--- src/rtl/ram_port_arbiter_if.sv ---
// Client-side request/grant bus plus the RAM port of the two-client arbiter.
// The slave modport is the arbiter's view; master is the requester/RAM side.
interface ram_port_arbiter_if #(
  parameter int WIDTH = 4,
  parameter int DEPTH = 8
);
  localparam int AW = $clog2(DEPTH);

  logic [1:0]         wr_req;
  logic [2*AW-1:0]    wr_addr;
  logic [2*WIDTH-1:0] wr_data;
  logic [1:0]         wr_gnt;
  logic [1:0]         rd_req;
  logic [2*AW-1:0]    rd_addr;
  logic [1:0]         rd_gnt;
  logic [1:0]         rd_valid;
  logic [WIDTH-1:0]   rd_data;
  logic               init_done;

  logic               ram_wr_en;
  logic [AW-1:0]      ram_wr_addr;
  logic [WIDTH-1:0]   ram_din;
  logic [AW-1:0]      ram_rd_addr;
  logic [WIDTH-1:0]   ram_dout;

  modport slave (
    input  wr_req, wr_addr, wr_data, rd_req, rd_addr, ram_dout,
    output wr_gnt, rd_gnt, rd_valid, rd_data, init_done,
           ram_wr_en, ram_wr_addr, ram_din, ram_rd_addr
  );

  modport master (
    output wr_req, wr_addr, wr_data, rd_req, rd_addr, ram_dout,
    input  wr_gnt, rd_gnt, rd_valid, rd_data, init_done,
           ram_wr_en, ram_wr_addr, ram_din, ram_rd_addr
  );
endinterface

--- src/rtl/ram_port_arbiter.sv ---
// Two-client round-robin arbiter in front of a simple dual-port RAM.
// Clears the RAM after reset, then arbitrates writes and reads independently.
module ram_port_arbiter #(
  parameter int WIDTH = 4,
  parameter int DEPTH = 8
) (
  input  logic             clk,
  input  logic             rst_n,
  ram_port_arbiter_if.slave bus
);
  localparam int AW = $clog2(DEPTH);
  localparam logic [AW-1:0] LAST_ADDR = AW'(DEPTH - 1);

  typedef enum logic {INIT = 1'b0, RUN = 1'b1} state_t;

  state_t           state_q, state_d;
  logic [AW-1:0]    cnt_q, cnt_d;
  logic             init_done_q, init_done_d;
  logic             wr_last_q, wr_last_d;
  logic             rd_last_q, rd_last_d;
  logic [1:0]       wr_gnt, rd_gnt;
  logic             ram_wr_en_q, ram_wr_en_d;
  logic [AW-1:0]    ram_wr_addr_q, ram_wr_addr_d;
  logic [WIDTH-1:0] ram_din_q, ram_din_d;
  logic [AW-1:0]    ram_rd_addr_q, ram_rd_addr_d;
  logic [1:0]       rd_v1_q, rd_v2_q;

  logic [AW-1:0]    wr_addr_c [2];
  logic [WIDTH-1:0] wr_data_c [2];
  logic [AW-1:0]    rd_addr_c [2];

  genvar gi;
  generate
    for (gi = 0; gi < 2; gi++) begin : g_client
      assign wr_addr_c[gi] = bus.wr_addr[gi*AW +: AW];
      assign wr_data_c[gi] = bus.wr_data[gi*WIDTH +: WIDTH];
      assign rd_addr_c[gi] = bus.rd_addr[gi*AW +: AW];
    end
  endgenerate

  // last = index of the client granted most recently; the other one wins a tie
  function automatic logic [1:0] rr_pick(input logic [1:0] req, input logic last);
    case (req)
      2'b01:   rr_pick = 2'b01;
      2'b10:   rr_pick = 2'b10;
      2'b11:   rr_pick = last ? 2'b01 : 2'b10;
      default: rr_pick = 2'b00;
    endcase
  endfunction

  always_ff @(posedge clk or negedge rst_n) begin
    if (!rst_n) state_q <= INIT;
    else        state_q <= state_d;
  end

  always_comb begin
    state_d = state_q;
    if (state_q == INIT && cnt_q == LAST_ADDR) state_d = RUN;
  end

  always_comb begin
    cnt_d         = cnt_q;
    init_done_d   = init_done_q;
    wr_last_d     = wr_last_q;
    rd_last_d     = rd_last_q;
    wr_gnt        = 2'b00;
    rd_gnt        = 2'b00;
    ram_wr_en_d   = 1'b0;
    ram_wr_addr_d = ram_wr_addr_q;
    ram_din_d     = '0;
    ram_rd_addr_d = ram_rd_addr_q;
    case (state_q)
      INIT: begin
        ram_wr_en_d   = 1'b1;
        ram_wr_addr_d = cnt_q;
        cnt_d         = cnt_q + 1'b1;
        if (cnt_q == LAST_ADDR) init_done_d = 1'b1;
      end
      default: begin
        wr_gnt = rr_pick(bus.wr_req, wr_last_q);
        rd_gnt = rr_pick(bus.rd_req, rd_last_q);
        if (|wr_gnt) begin
          wr_last_d     = wr_gnt[1];
          ram_wr_en_d   = 1'b1;
          ram_wr_addr_d = wr_addr_c[wr_gnt[1]];
          ram_din_d     = wr_data_c[wr_gnt[1]];
        end
        if (|rd_gnt) begin
          rd_last_d     = rd_gnt[1];
          ram_rd_addr_d = rd_addr_c[rd_gnt[1]];
        end
      end
    endcase
  end

  // Pointers reset to client 1 so that client 0 wins the first tie
  always_ff @(posedge clk or negedge rst_n) begin
    if (!rst_n) begin
      cnt_q         <= '0;
      init_done_q   <= 1'b0;
      wr_last_q     <= 1'b1;
      rd_last_q     <= 1'b1;
      ram_wr_en_q   <= 1'b0;
      ram_wr_addr_q <= '0;
      ram_din_q     <= '0;
      ram_rd_addr_q <= '0;
      rd_v1_q       <= 2'b00;
      rd_v2_q       <= 2'b00;
    end else begin
      cnt_q         <= cnt_d;
      init_done_q   <= init_done_d;
      wr_last_q     <= wr_last_d;
      rd_last_q     <= rd_last_d;
      ram_wr_en_q   <= ram_wr_en_d;
      ram_wr_addr_q <= ram_wr_addr_d;
      ram_din_q     <= ram_din_d;
      ram_rd_addr_q <= ram_rd_addr_d;
      rd_v1_q       <= rd_gnt;
      rd_v2_q       <= rd_v1_q;
    end
  end

  assign bus.wr_gnt      = wr_gnt;
  assign bus.rd_gnt      = rd_gnt;
  assign bus.rd_valid    = rd_v2_q;
  assign bus.rd_data     = bus.ram_dout;
  assign bus.init_done   = init_done_q;
  assign bus.ram_wr_en   = ram_wr_en_q;
  assign bus.ram_wr_addr = ram_wr_addr_q;
  assign bus.ram_din     = ram_din_q;
  assign bus.ram_rd_addr = ram_rd_addr_q;
endmodule

--- src/flat_wrapper.sv ---
// flat-port wrapper written by rule: the top's interface ports become plain ports
module ram_port_arbiter_flat 
#(
  parameter int WIDTH = 4,
  parameter int DEPTH = 8
)
  (clk, rst_n, bus_wr_req, bus_wr_addr, bus_wr_data, bus_rd_req, bus_rd_addr, bus_ram_dout, bus_wr_gnt, bus_rd_gnt, bus_rd_valid, bus_rd_data, bus_init_done, bus_ram_wr_en, bus_ram_wr_addr, bus_ram_din, bus_ram_rd_addr);
  ram_port_arbiter_if #(.WIDTH(WIDTH), .DEPTH(DEPTH)) bus_i ();
  input  logic clk;
  input  logic rst_n;
  input wire logic [$bits(bus_i.wr_req)-1:0] bus_wr_req;
  input wire logic [$bits(bus_i.wr_addr)-1:0] bus_wr_addr;
  input wire logic [$bits(bus_i.wr_data)-1:0] bus_wr_data;
  input wire logic [$bits(bus_i.rd_req)-1:0] bus_rd_req;
  input wire logic [$bits(bus_i.rd_addr)-1:0] bus_rd_addr;
  input wire logic [$bits(bus_i.ram_dout)-1:0] bus_ram_dout;
  output wire logic [$bits(bus_i.wr_gnt)-1:0] bus_wr_gnt;
  output wire logic [$bits(bus_i.rd_gnt)-1:0] bus_rd_gnt;
  output wire logic [$bits(bus_i.rd_valid)-1:0] bus_rd_valid;
  output wire logic [$bits(bus_i.rd_data)-1:0] bus_rd_data;
  output wire logic [$bits(bus_i.init_done)-1:0] bus_init_done;
  output wire logic [$bits(bus_i.ram_wr_en)-1:0] bus_ram_wr_en;
  output wire logic [$bits(bus_i.ram_wr_addr)-1:0] bus_ram_wr_addr;
  output wire logic [$bits(bus_i.ram_din)-1:0] bus_ram_din;
  output wire logic [$bits(bus_i.ram_rd_addr)-1:0] bus_ram_rd_addr;
  assign bus_i.wr_req = bus_wr_req;
  assign bus_i.wr_addr = bus_wr_addr;
  assign bus_i.wr_data = bus_wr_data;
  assign bus_i.rd_req = bus_rd_req;
  assign bus_i.rd_addr = bus_rd_addr;
  assign bus_i.ram_dout = bus_ram_dout;
  assign bus_wr_gnt = bus_i.wr_gnt;
  assign bus_rd_gnt = bus_i.rd_gnt;
  assign bus_rd_valid = bus_i.rd_valid;
  assign bus_rd_data = bus_i.rd_data;
  assign bus_init_done = bus_i.init_done;
  assign bus_ram_wr_en = bus_i.ram_wr_en;
  assign bus_ram_wr_addr = bus_i.ram_wr_addr;
  assign bus_ram_din = bus_i.ram_din;
  assign bus_ram_rd_addr = bus_i.ram_rd_addr;
  ram_port_arbiter #(.WIDTH(WIDTH), .DEPTH(DEPTH)) u_core (.clk(clk), .rst_n(rst_n), .bus(bus_i));
endmodule
--- config.mk ---
export PLATFORM = sky130hd
export DESIGN_NAME = ram_port_arbiter_flat
export DESIGN_NICKNAME = d
export VERILOG_FILES = /design/src/rtl/ram_port_arbiter_if.sv /design/src/rtl/ram_port_arbiter.sv /design/src/flat_wrapper.sv
export SDC_FILE = /design/constraint.sdc
export NUM_CORES = 1
export LEC_CHECK = 0
export CAP_MARGIN = 15
export CORE_UTILIZATION = 34
export DETAILED_ROUTE_END_ITERATION = 10
export GPL_ROUTABILITY_DRIVEN = 0
export HOLD_SLACK_MARGIN = 0.03
export PLACE_DENSITY = 0.75
export SYNTH_ARGS = -nofsm -noshare
export SYNTH_HDL_FRONTEND = slang
export SYNTH_SLANG_ARGS = --single-unit
--- constraint.sdc ---
create_clock -name clk -period 1.3 [get_ports clk]
set_input_delay 0.13 -clock clk [delete_from_list [all_inputs] [get_ports clk]]
set_output_delay 0.13 -clock clk [all_outputs]
set_load 0.02 [all_outputs]
==> Word-level counts from Yosys, hierarchy flattened <==
Cells that the tools add are included.
{ "word_totals": {"out_inout_bits": 22, "reg_bits": 22, "word_cells": 54} }
{ "classes": {"n_eq_ne": 8, "order_cmp": 2, "reduce_logical": 6, "addsub": 1, "n_mux": 23, "bitwise_logic": 3} }
{ "op_table": {"columns": ["op", "n"], "rows": [
  ["$mux 3", 8],
  ["$mux 4", 5],
  ["$mux 2", 6],
  ["$pmux 2 s3", 2],
  ["$eq 2x2->1 const B", 4],
  ["$reduce_and 2->1", 3],
  ["$eq 2x1->1 const B", 2],
  ["$ge 2x2->1 const B", 2],
  ["$not 1->2", 2],
  ["$reduce_or 2->1", 2],
  ["$add 3x1->3 const B", 1],
  ["$eq 3x3->1 const B", 1],
  ["$mux 1", 2],
  ["$ne 2x2->1 const B", 1],
  ["$logic_and 1x1->1", 1],
  ["$not 1->1", 1]
]} }

==> Logic depth before layout (Yosys ltp) <==
{ "logic_depth": {"ltp_word": 9, "mapped_depth": 4} }

==> Worst setup path before layout <==
No wires, ideal clock.
{ "synth_path": {"kind": "register to register", "start": "reg u_core.bus.init_done (netlist name)", "end": "reg u_core.rd_v1_q[0]", "stages_incl_launch_ff": 4, "required_ns": 1.110, "setup_time_ns": 0.190, "arrival_time_ns": 1.301, "path_slack_ns": -0.191, "path_buffers": 1, "cell_sequence": "dfrtp_1 -> buf_2 -> o21ai_2 -> nor3_1"} }
{ "synth_lines": {"columns": ["element", "line", "rtl"], "rows": [
  ["end signal: assignment", "ram_port_arbiter.sv:118", "rd_v1_q <= rd_gnt;"],
  ["end: declaration", "ram_port_arbiter.sv:26", "logic [1:0] rd_v1_q, rd_v2_q;"]
]} }

==> Worst setup path in the final report <==
{ "layout_path": {"start": "reg u_core.rd_last_q", "end": "out bus_rd_gnt[0]"} }
{ "layout_via": {"elab_chain_cells": 4} }
{ "layout_lines": {"columns": ["element", "line", "rtl"], "rows": [
  ["start: declaration", "ram_port_arbiter.sv:20", "logic rd_last_q, rd_last_d;"],
  ["start signal: assignment", "ram_port_arbiter.sv:113", "rd_last_q <= rd_last_d;"],
  ["$mux 2", "ram_port_arbiter.sv:46", "2'b11: rr_pick = last ? 2'b01 : 2'b10;"],
  ["$pmux 2 s3", "ram_port_arbiter.sv:43", "case (req)"],
  ["$mux 2 (2 in series)", "ram_port_arbiter.sv:72", "case (state_q)"],
  ["end: declaration", "flat_wrapper.sv:18", "output wire logic [$bits(bus_i.rd_gnt)-1:0] bus_rd_gnt;"]
]} }
No other way between the ends. The select of a mux whose other input is x is not followed.

==> results.cfg <==
[route]
via_count = 820
drc_errors = 0
first_iter_violations = 18
drt-total-wl_mm = 2.41
wl_per_cell_microns = 14.5
ant_nets = 0
vias_per_cell = 4.94
drt_pass1_iterations = 4

[yosys]
ys_warn_count = 0
synth_area_per_cell_sq_um = 12.3
synth_area_leaders = dfrtp_1, dfstp_2, mux2_4
syn_nets = 109
yosysUniqueCellTypes = 28
synth-seq-area-share_pct = 55.8
yosys_register_bits = 21
yosys.area.top_type = dfrtp_1
synth.top_cell.area_share_pct = 50.3
syn_area_sq_um = 946
synth_cells = 77

[global_routing]
antenna_found_initial = 0
grt_pass1_vias = 782
grt_max_degree = 22
grt_usage_pct = 17.6
overflow = 0
grt_pass1_wl_mm = 3.55

[critical_path]
cpLargestDelayFamily = flip-flops
worst_ep_required_time_ps = 1170
cp_slowest_stage_delay_ps = 580
path_cells = nor2b_4 -> nor3_4 -> buf_6
worst-path-buf-inv = 1
r2r_start = u_core.wr_last_q
start_kind = register
cp-end-kind = output pin
arrival_ps = 1290
path_class = reg -> out
cpMaxStageDelayCell = dfstp_2
crit_fanout = 3
critPathLaunch = u_core.rd_last_q

[status]
violations = setup timing
status = finished with violations

[finish]
drive_above_1_share_pct = 34.6
area_growth_pct = 66.0
nets = 169
final_core_util_pct = 61.7
final_common_cell = clkdlybuf4s50_1
antenna_cells = 0
final_cell_mix = clkdlybuf4s50_1, buf_4, dfrtp_1

[sta]
hold_viol_final = 0
rsz0062_at_grt = yes
slew_headroom_pct = 81.6
setup_tns_ps = -505
finalMaxSlewViolations = 0
holdWs_ps = 153
fin_crit_sh_pct = 109
setup_viol = 7
worst_pin_slew_ps = 276
fmax_mhz = 703
period_needed_ps = 1420
setup_ws_ps = -123
fin_skew_ps = 8.53

[place]
port-buffer-count = 43
dp_hpwl_mm = 1.87

[clock_tree]
numCtsBuffers = 3
root_buffer = clkbuf_4
path_clk_slew_ps = 120
cts_max_level = 1
cts_tree = built
cts_sinks = 21
clk_latency_ps = 310
clk_path_buf_depth = 2
hold_buffers = 0

[power]
p_leak_uw = 0.000722
powerDensity_nw_per_um2 = 949
finalPower_uw = 1490
peakVddDrop_v = 0.000767

[floorplanning]
die_w_microns = 54.7
core-area_sq_um = 2540
dieArea_sq_um = 3000
rows = 18
io_pins = 52
die_h_microns = 54.7
start_util_pct = 37.2

[worst_hold_path]
hold_class = in -> async

[run]
drv_cap = 0
layer usage:
layer / routed length (microns) / global-route usage, %
met3: 93 / 4.44
met4: 24 / 6.41
met1: 922 / 19.3
met2: 1370 / 32.1
met5: 0 / 0
synthesized netlist by cell type:
master,count
xnor2_1,1
nor2_1,8
nor3_1,1
o21ai_1,3
inv_1,1
mux2i_1,4
or2_1,1
and2_1,1
buf_2,2
a21bo_2,1
o21ai_0,1
nand2_1,4
ha_1,2
o32ai_1,3
mux2_2,2
a21oi_1,2
dfrtp_1,19
nor2b_1,1
o221a_1,3
mux2_4,3
a21boi_2,1
buf_6,1
inv_2,1
a31oi_1,1
buf_4,4
dfstp_2,2
nand3b_1,3
o21ai_2,1
sequential cells by signal, indices dropped and copies added (netlist names):
signal / flops
u_core.cnt_q: 3
u_core.bus.ram_rd_addr: 3
u_core.rd_v1_q: 2
u_core.bus.ram_wr_addr: 3
u_core.bus.ram_wr_en: 1
u_core.bus.rd_valid: 2
u_core.bus.init_done: 1
u_core.wr_last_q: 1
u_core.rd_last_q: 1
u_core.bus.ram_din: 4
final cells by class:
cell class,count,area [sq um]
fillers,220,975
clock buffers,3,22.5
clock inverters,1,7.51
repair buffers,62,561
well taps,30,37.5
inverters,2,7.51
multi-input cells,47,405
flip-flops and latches,21,529
logic make-up after synthesis:
group,Yosys count,share of synthesized area [%]
buffers and inverters,9,6.22
AND/OR/NAND/NOR,19,9.66
flip-flops,21,55.8
AO/OA/AOI/OAI,16,13.4
XOR/XNOR,1,0.926
multiplexers,9,11.4
adder cells (fa/ha/maj),2,2.65
power breakdown:
| group | switching (uW) | internal, uW | leakage [uW] |
|---|---|---|---|
| clock | 207 | 117 | 0.0000139 |
| sequential | 24.4 | 711 | 0.000248 |
| combinational | 192 | 238 | 0.000460 |
per-stage QoR:
step	instance area (sq um)	worst slack, ps	cells
after floorplan	951	-10.2	77
after global placement	1490	-465	159
after detailed placement	1490	-488	159
after CTS	1530	-138	165
after global routing	1570	-186	166
final	1570	-123	166
what timing repair did:
| action | CTS | global route |
|---|---|---|
| pin swaps | 1 | 3 |
| cloned | 0 | 0 |
| gates resized for setup | 44 | 8 |
| setup buffers | 2 | 1 |
| endpoints found under the setup margin | 22 | 10 |
final timing paths:
| kind | to | slack [ps] | depth (start not counted) |
|---|---|---|---|
| min reg2reg | u_core.bus.rd_valid[1] | 370 | 0 |
| min | u_core.bus.ram_rd_addr[1] | 150 | 2 |
| max | bus_rd_gnt[0] | -120 | 3 |
| max reg2reg | u_core.bus.ram_wr_addr[2] | -80 | 4 |
| min in group clk | bus_rd_data[0] | 260 | 0 |
| max in group asynchronous | u_core.rd_last_q | 880 | 2 |
Power figures use the tool's default switching activity.
==> patch 1, RTL diff (config.mk and constraints unchanged) <==
`WIDTH` is set to 4 in 3 places; all go to 6.
--- a/src/rtl/ram_port_arbiter_if.sv
+++ b/src/rtl/ram_port_arbiter_if.sv
@@ -3,3 +3,3 @@
 interface ram_port_arbiter_if #(
-  parameter int WIDTH = 4,
+  parameter int WIDTH = 6,
   parameter int DEPTH = 8
--- a/src/rtl/ram_port_arbiter.sv
+++ b/src/rtl/ram_port_arbiter.sv
@@ -3,3 +3,3 @@
 module ram_port_arbiter #(
-  parameter int WIDTH = 4,
+  parameter int WIDTH = 6,
   parameter int DEPTH = 8
--- a/src/flat_wrapper.sv
+++ b/src/flat_wrapper.sv
@@ -3,3 +3,3 @@
 #(
-  parameter int WIDTH = 4,
+  parameter int WIDTH = 6,
   parameter int DEPTH = 8
Interface: changed (resized bus_ram_din, bus_ram_dout, bus_rd_data and bus_wr_data); port bits go from 52 to 62. No check against the original RTL was run, so the function may have changed too.
==> patch 1 against the unedited design <==
The flow finishes with violations (DRC, setup timing). Sequential cell count rose by 2. Wire length rose by 7.7%. Power rose by 8.8%. Synthesized cell count rose by 27%. Clock power rose by 2%. Cell area rose by 7.6%. Synthesized area rose by 10%. Clock skew barely moved. Worst setup slack improved by 0.058 ns. Maximum frequency rose by 4.2%. Largest power group unchanged.
==> patch 1: results (changes against the unedited design) <==
| Metric | Value |
|---|---|
| Largest net degree at the start of global routing | `24 (+9.1%)` |
| DR iter-0 viols | `48 (+30)` |
| Number of remaining DRC errors | `8 (+8)` |
| Dpl ws | `-0.4196 ns (+0.06806 ns)` |
| Adder-cell share of the synthesized area | `2.404% (-0.24 points)` |
| Synth unique cells | `24 (-14%)` |
| GRT Overall Usage | `15.89% (-1.7 points)` |
| Fin Setup TNS | `-0.1376 ns (+0.3670 ns)` |
| Synth cell count leaders | `dfrtp_1, nand2_1, a21oi_1` |
| Area of the multi-input gates | `404.1 um2 (-0.31%)` |
| Violated checks | `DRC, setup timing` |
| Crit path max fanout | `2 (-1)` |
| Nets | `199 (+18%)` |
| Switching Fraction | `29.03% (+0.60 points)` |
| Tightest Pin Transition | `0.2918 ns (+0.01600 ns)` |
| Filler cell count | `248 (+13%)` |
| Fraction of synthesized area in multiplexers | `2.163% (-9.2 points)` |
| Final setup vio count | `5 (-2)` |
| Worst hold margin | `0.1555 ns (+0.002934 ns)` |
| Share of cells above drive strength 1 | `27.50% (-7.1 points)` |
| Buffers on Ports | `49 (+14%)` |
| Clock skew | `0.008614 ns (+0.00008609 ns)` |
| GR Util met1 | `19.03% (-0.32 points)` |
| Seq power | `808 uW (+9.8%)` |
| First-pass DRT Iterations | `10 (+6)` |
| Routed via count | `920 (+12%)` |
| FF-to-FF Start | `u_core.bus.init_done$_DFFE_PN0P_` |
| Sequential-to-total area share from yosys stat | `55.53% (-0.29 points)` |
| Worst R2R Setup Slack | `0 ns (+0.08 ns)` |
| First-pass GRT wire length | `3960 um (+11%)` |
| Total wire length | `2596 um (+7.7%)` |
| Met3 usage | `4.762% (+0.32 points)` |
| Synth Flop Type | `dfrtp_1` |
| Arrival @ worst endpoint | `1.23 ns (-0.06 ns)` |
| Hpwl dp | `1923 um (+2.7%)` |
| Mean area per synthesized cell | `10.62 um2 (-14%)` |
| Register-to-Register Path Depth | `5 (+1)` |
| Post-route setup slack | `-0.06499 ns (+0.05783 ns)` |
| R2r endpoint | `u_core.bus.ram_rd_addr[2]$_DFFE_PN0P_` |
| Post-Place Cell Area | `1603 um2 (+7.7%)` |
| Max reg flops | `6 (+2)` |
| Status | `complete, but fails checks` |
| Max VDD drop | `0.0003761 V (-51%)` |
| Leakage | `0.8021 nW (+11%)` |
| Synth Net Count | `136 (+25%)` |
| Xor and xnor area share after synthesis | `0.8413% (-0.085 points)` |
| Synth top area cells | `dfrtp_1, a21oi_1, nand2_1` |
| Post-synthesis compound-gate area fraction | `16.47% (+3.1 points)` |
| Met2 usage | `26.89% (-5.2 points)` |
| Tot Pwr | `1.622 mW (+8.8%)` |
| Post-Place Cells | `182 (+14%)` |
| Comb power | `483 uW (+12%)` |
-- patch 1: how the worst max path moves through the flow --
stage / startpoint / depth (start not counted) / end / slack (ns)
after floorplan: u_core.bus.init_done$_DFFE_PN0P_ / 4 / u_core.bus.ram_wr_addr[1]$_DFFE_PN0P_ / 0.009
after global placement: bus_wr_req[0] / 4 / bus_wr_gnt[1] / -0.40
after detailed placement: bus_wr_req[0] / 4 / bus_wr_gnt[1] / -0.42
after CTS: u_core.rd_last_q$_DFFE_PN1P_ / 3 / bus_rd_gnt[0] / -0.08
after global routing: u_core.rd_last_q$_DFFE_PN1P_ / 3 / bus_rd_gnt[0] / -0.10
final: u_core.rd_last_q$_DFFE_PN1P_ / 3 / bus_rd_gnt[0] / -0.06
-- patch 1: worst max-delay path, stage by stage, from the launching register on --
cell,delay (ns)
dfstp_2,0.58
inv_2,0.05
a21oi_4,0.16
buf_6,0.14
-- patch 1: final cells by class --
| class | count | share of cell area [%] |
|---|---|---|
| repair buffers | 69 | 37.23 |
| multi-input cells | 61 | 23.91 |
| well taps | 31 | 2.295 |
| clock buffers | 3 | 1.332 |
| clock inverters | 1 | 0.2961 |
| flip-flops and latches | 23 | 34.27 |
| inverters | 3 | 0.6662 |
-- patch 1: routing by layer --
| metal | share of wire [%] | wire (um) |
|---|---|---|
| met1 | 42 | 1103 |
| met4 | 0 | 0 |
| met3 | 8.4 | 219 |
| met5 | 0 | 0 |
| met2 | 49 | 1273 |
-- patch 1: timing repair --
| action | in CTS | in global routing |
|---|---|---|
| pin swaps | 3 | 3 |
| endpoints found under the hold margin | 0 | 0 |
| gates resized for setup | 45 | 9 |
| setup endpoints to repair | 25 | 7 |
| setup buffers | 2 | 3 |
==> patch 2, RTL diff (same settings) <==
Without the edit above. `ram_din_q` no longer has a reset.
--- a/src/rtl/ram_port_arbiter.sv
+++ b/src/rtl/ram_port_arbiter.sv
@@ -104,3 +104,2 @@
       ram_wr_addr_q <= '0;
-      ram_din_q     <= '0;
       ram_rd_addr_q <= '0;
@@ -115,3 +114,2 @@
       ram_wr_addr_q <= ram_wr_addr_d;
-      ram_din_q     <= ram_din_d;
       ram_rd_addr_q <= ram_rd_addr_d;
@@ -120,2 +118,6 @@
     end
+  end
+
+  always_ff @(posedge clk) begin
+    ram_din_q <= ram_din_d;
   end
Formal check against the unedited RTL: differs if rst_n is asserted again (counterexample within 10 cycles, from zero or initial values and one cycle with rst_n low); with rst_n held inactive, the same outputs for 10 cycles.
==> patch 2 against the unedited design <==
Global-route usage shrank 1.1 points. Synthesized area grew 2.8%. Worst setup slack gained 0.040 ns. The flow still finishes with violations (setup timing). Combinational power grew 3%. Non-clock buffer count shrank 1. Wire length shrank 0.62%. Sequential cell count is the same. Cell area shrank 1.3%. First-iteration DRC count grew 28%. Critical path type unchanged. Power grew 0.35%. Sequential share of layout area shrank 0.86 points.
==> patch 2: results (changes against the unedited design) <==
| Metric | Value |
|---|---|
| Status | `complete, but fails checks` |
| Violated checks | `setup timing` |
| Share of cells above drive strength 1 | `26.39% (-8.2 points)` |
| Synth top area cells | `dfrtp_1, dfxtp_1, dfstp_2` |
| Post-route setup slack | `-0.08314 ns (+0.03968 ns)` |
| Synth unique cells | `34 (+21%)` |
| Setup crit start | `u_core.wr_last_q$_DFFE_PN1P_` |
| R2r endpoint | `u_core.cnt_q[2]$_DFFE_PN0N_` |
| Post-Place Cells | `169 (+6.3%)` |
| Largest net degree at the start of global routing | `18 (-18%)` |
| Clock skew | `0.004872 ns (-0.003657 ns)` |
| First-pass GRT wire length | `4015 um (+13%)` |
| Sequential-to-total area share from yosys stat | `52.25% (-3.6 points)` |
| Worst R2R Setup Slack | `0.05 ns (+0.13 ns)` |
| FF-to-FF Start | `u_core.cnt_q[0]$_DFFE_PN0N_` |
| Mean area per synthesized cell | `11.05 um2 (-10%)` |
| Fraction of registers with async set or reset after synthesis | `80.95% (-19 points)` |
| CP peak stage delay | `0.56 ns (-0.02 ns)` |
| Slew headroom | `81.60% (about the same)` |
| Number of vias per cell | `4.863 (-1.6%)` |
| End of the critical path | `bus_wr_gnt[0]` |
| Dpl ws | `-0.4105 ns (+0.07720 ns)` |
| Final setup vio count | `3 (-4)` |
| Hpwl dp | `1821 um (-2.8%)` |
| Nets | `177 (+4.7%)` |
| Drt wl/cell | `13.69 um (-5.7%)` |
| Arrival @ worst endpoint | `1.25 ns (-0.04 ns)` |
| Worst hold margin | `0.1360 ns (-0.01647 ns)` |
| Max VDD drop | `0.0005417 V (-29%)` |
patch 2: cell count changes after synthesis, sizes merged, moves of 4 or more:
cell and delta:
a32oi +4, dfrtp -4, dfxtp +4, mux2i -4, nand2b +4, nor2 -5, nor2b +5
patch 2: logic make-up after synthesis:
logic type | Yosys count | share of synthesized area (%)
compound gates | 24 | 18.92
xor+xnor | 1 | 0.9011
fa+ha+maj | 2 | 2.574
buf+inv | 12 | 7.593
flops | 21 | 52.25
mux | 2 | 2.316
simple gates | 26 | 15.45
patch 2: power by group:
part	internal [mW]	switching, mW
logic	0.236	0.207
clock network	0.114	0.198
registers	0.716	0.0241
total	1.07	0.429
patch 2: what timing repair did:
item / in CTS / in global routing
pin swaps: 1 / 3
setup buffers: 2 / 0
cloned: 0 / 0
resized for setup: 40 / 6
endpoints found under the setup margin: 20 / 7
patch 2: per-stage QoR:
step	TNS, ns	area [um2]	util [%]
after global routing	-0.3807	1550	56.70
after CTS	-0.2689	1530	55.97
after detailed placement	-2.447	1499	54.83
after floorplan	0	972.2	-
final	-0.1696	1550	56.70
after global placement	-2.384	1499	54.83
patch 2: routing by layer:
layer	track usage (%)	vias up	share of wire, %
li1	-	420	-
met1	19.22	409	45
met2	30.12	16	51
met3	1.405	6	2.3
met4	8.214	0	1.9
met5	0	-	0
patch 2: area by class of cell:
cell class	count	area, um2
Fill cell	245	1184
Timing Repair Buffer	61	546.8
Sequential cell	21	509.2
Multi-Input combinational cell	55	416.7
Tap cell	31	38.79
Clock buffer	3	22.52
Inverter	3	11.26
Clock inverter	1	5.005
patch 2: worst register-to-register path: stages, from the launching register on:
cell	delay (ns)
dfrtp_1	0.43
ha_1	0.21
ha_1	0.26
mux2_2	0.25
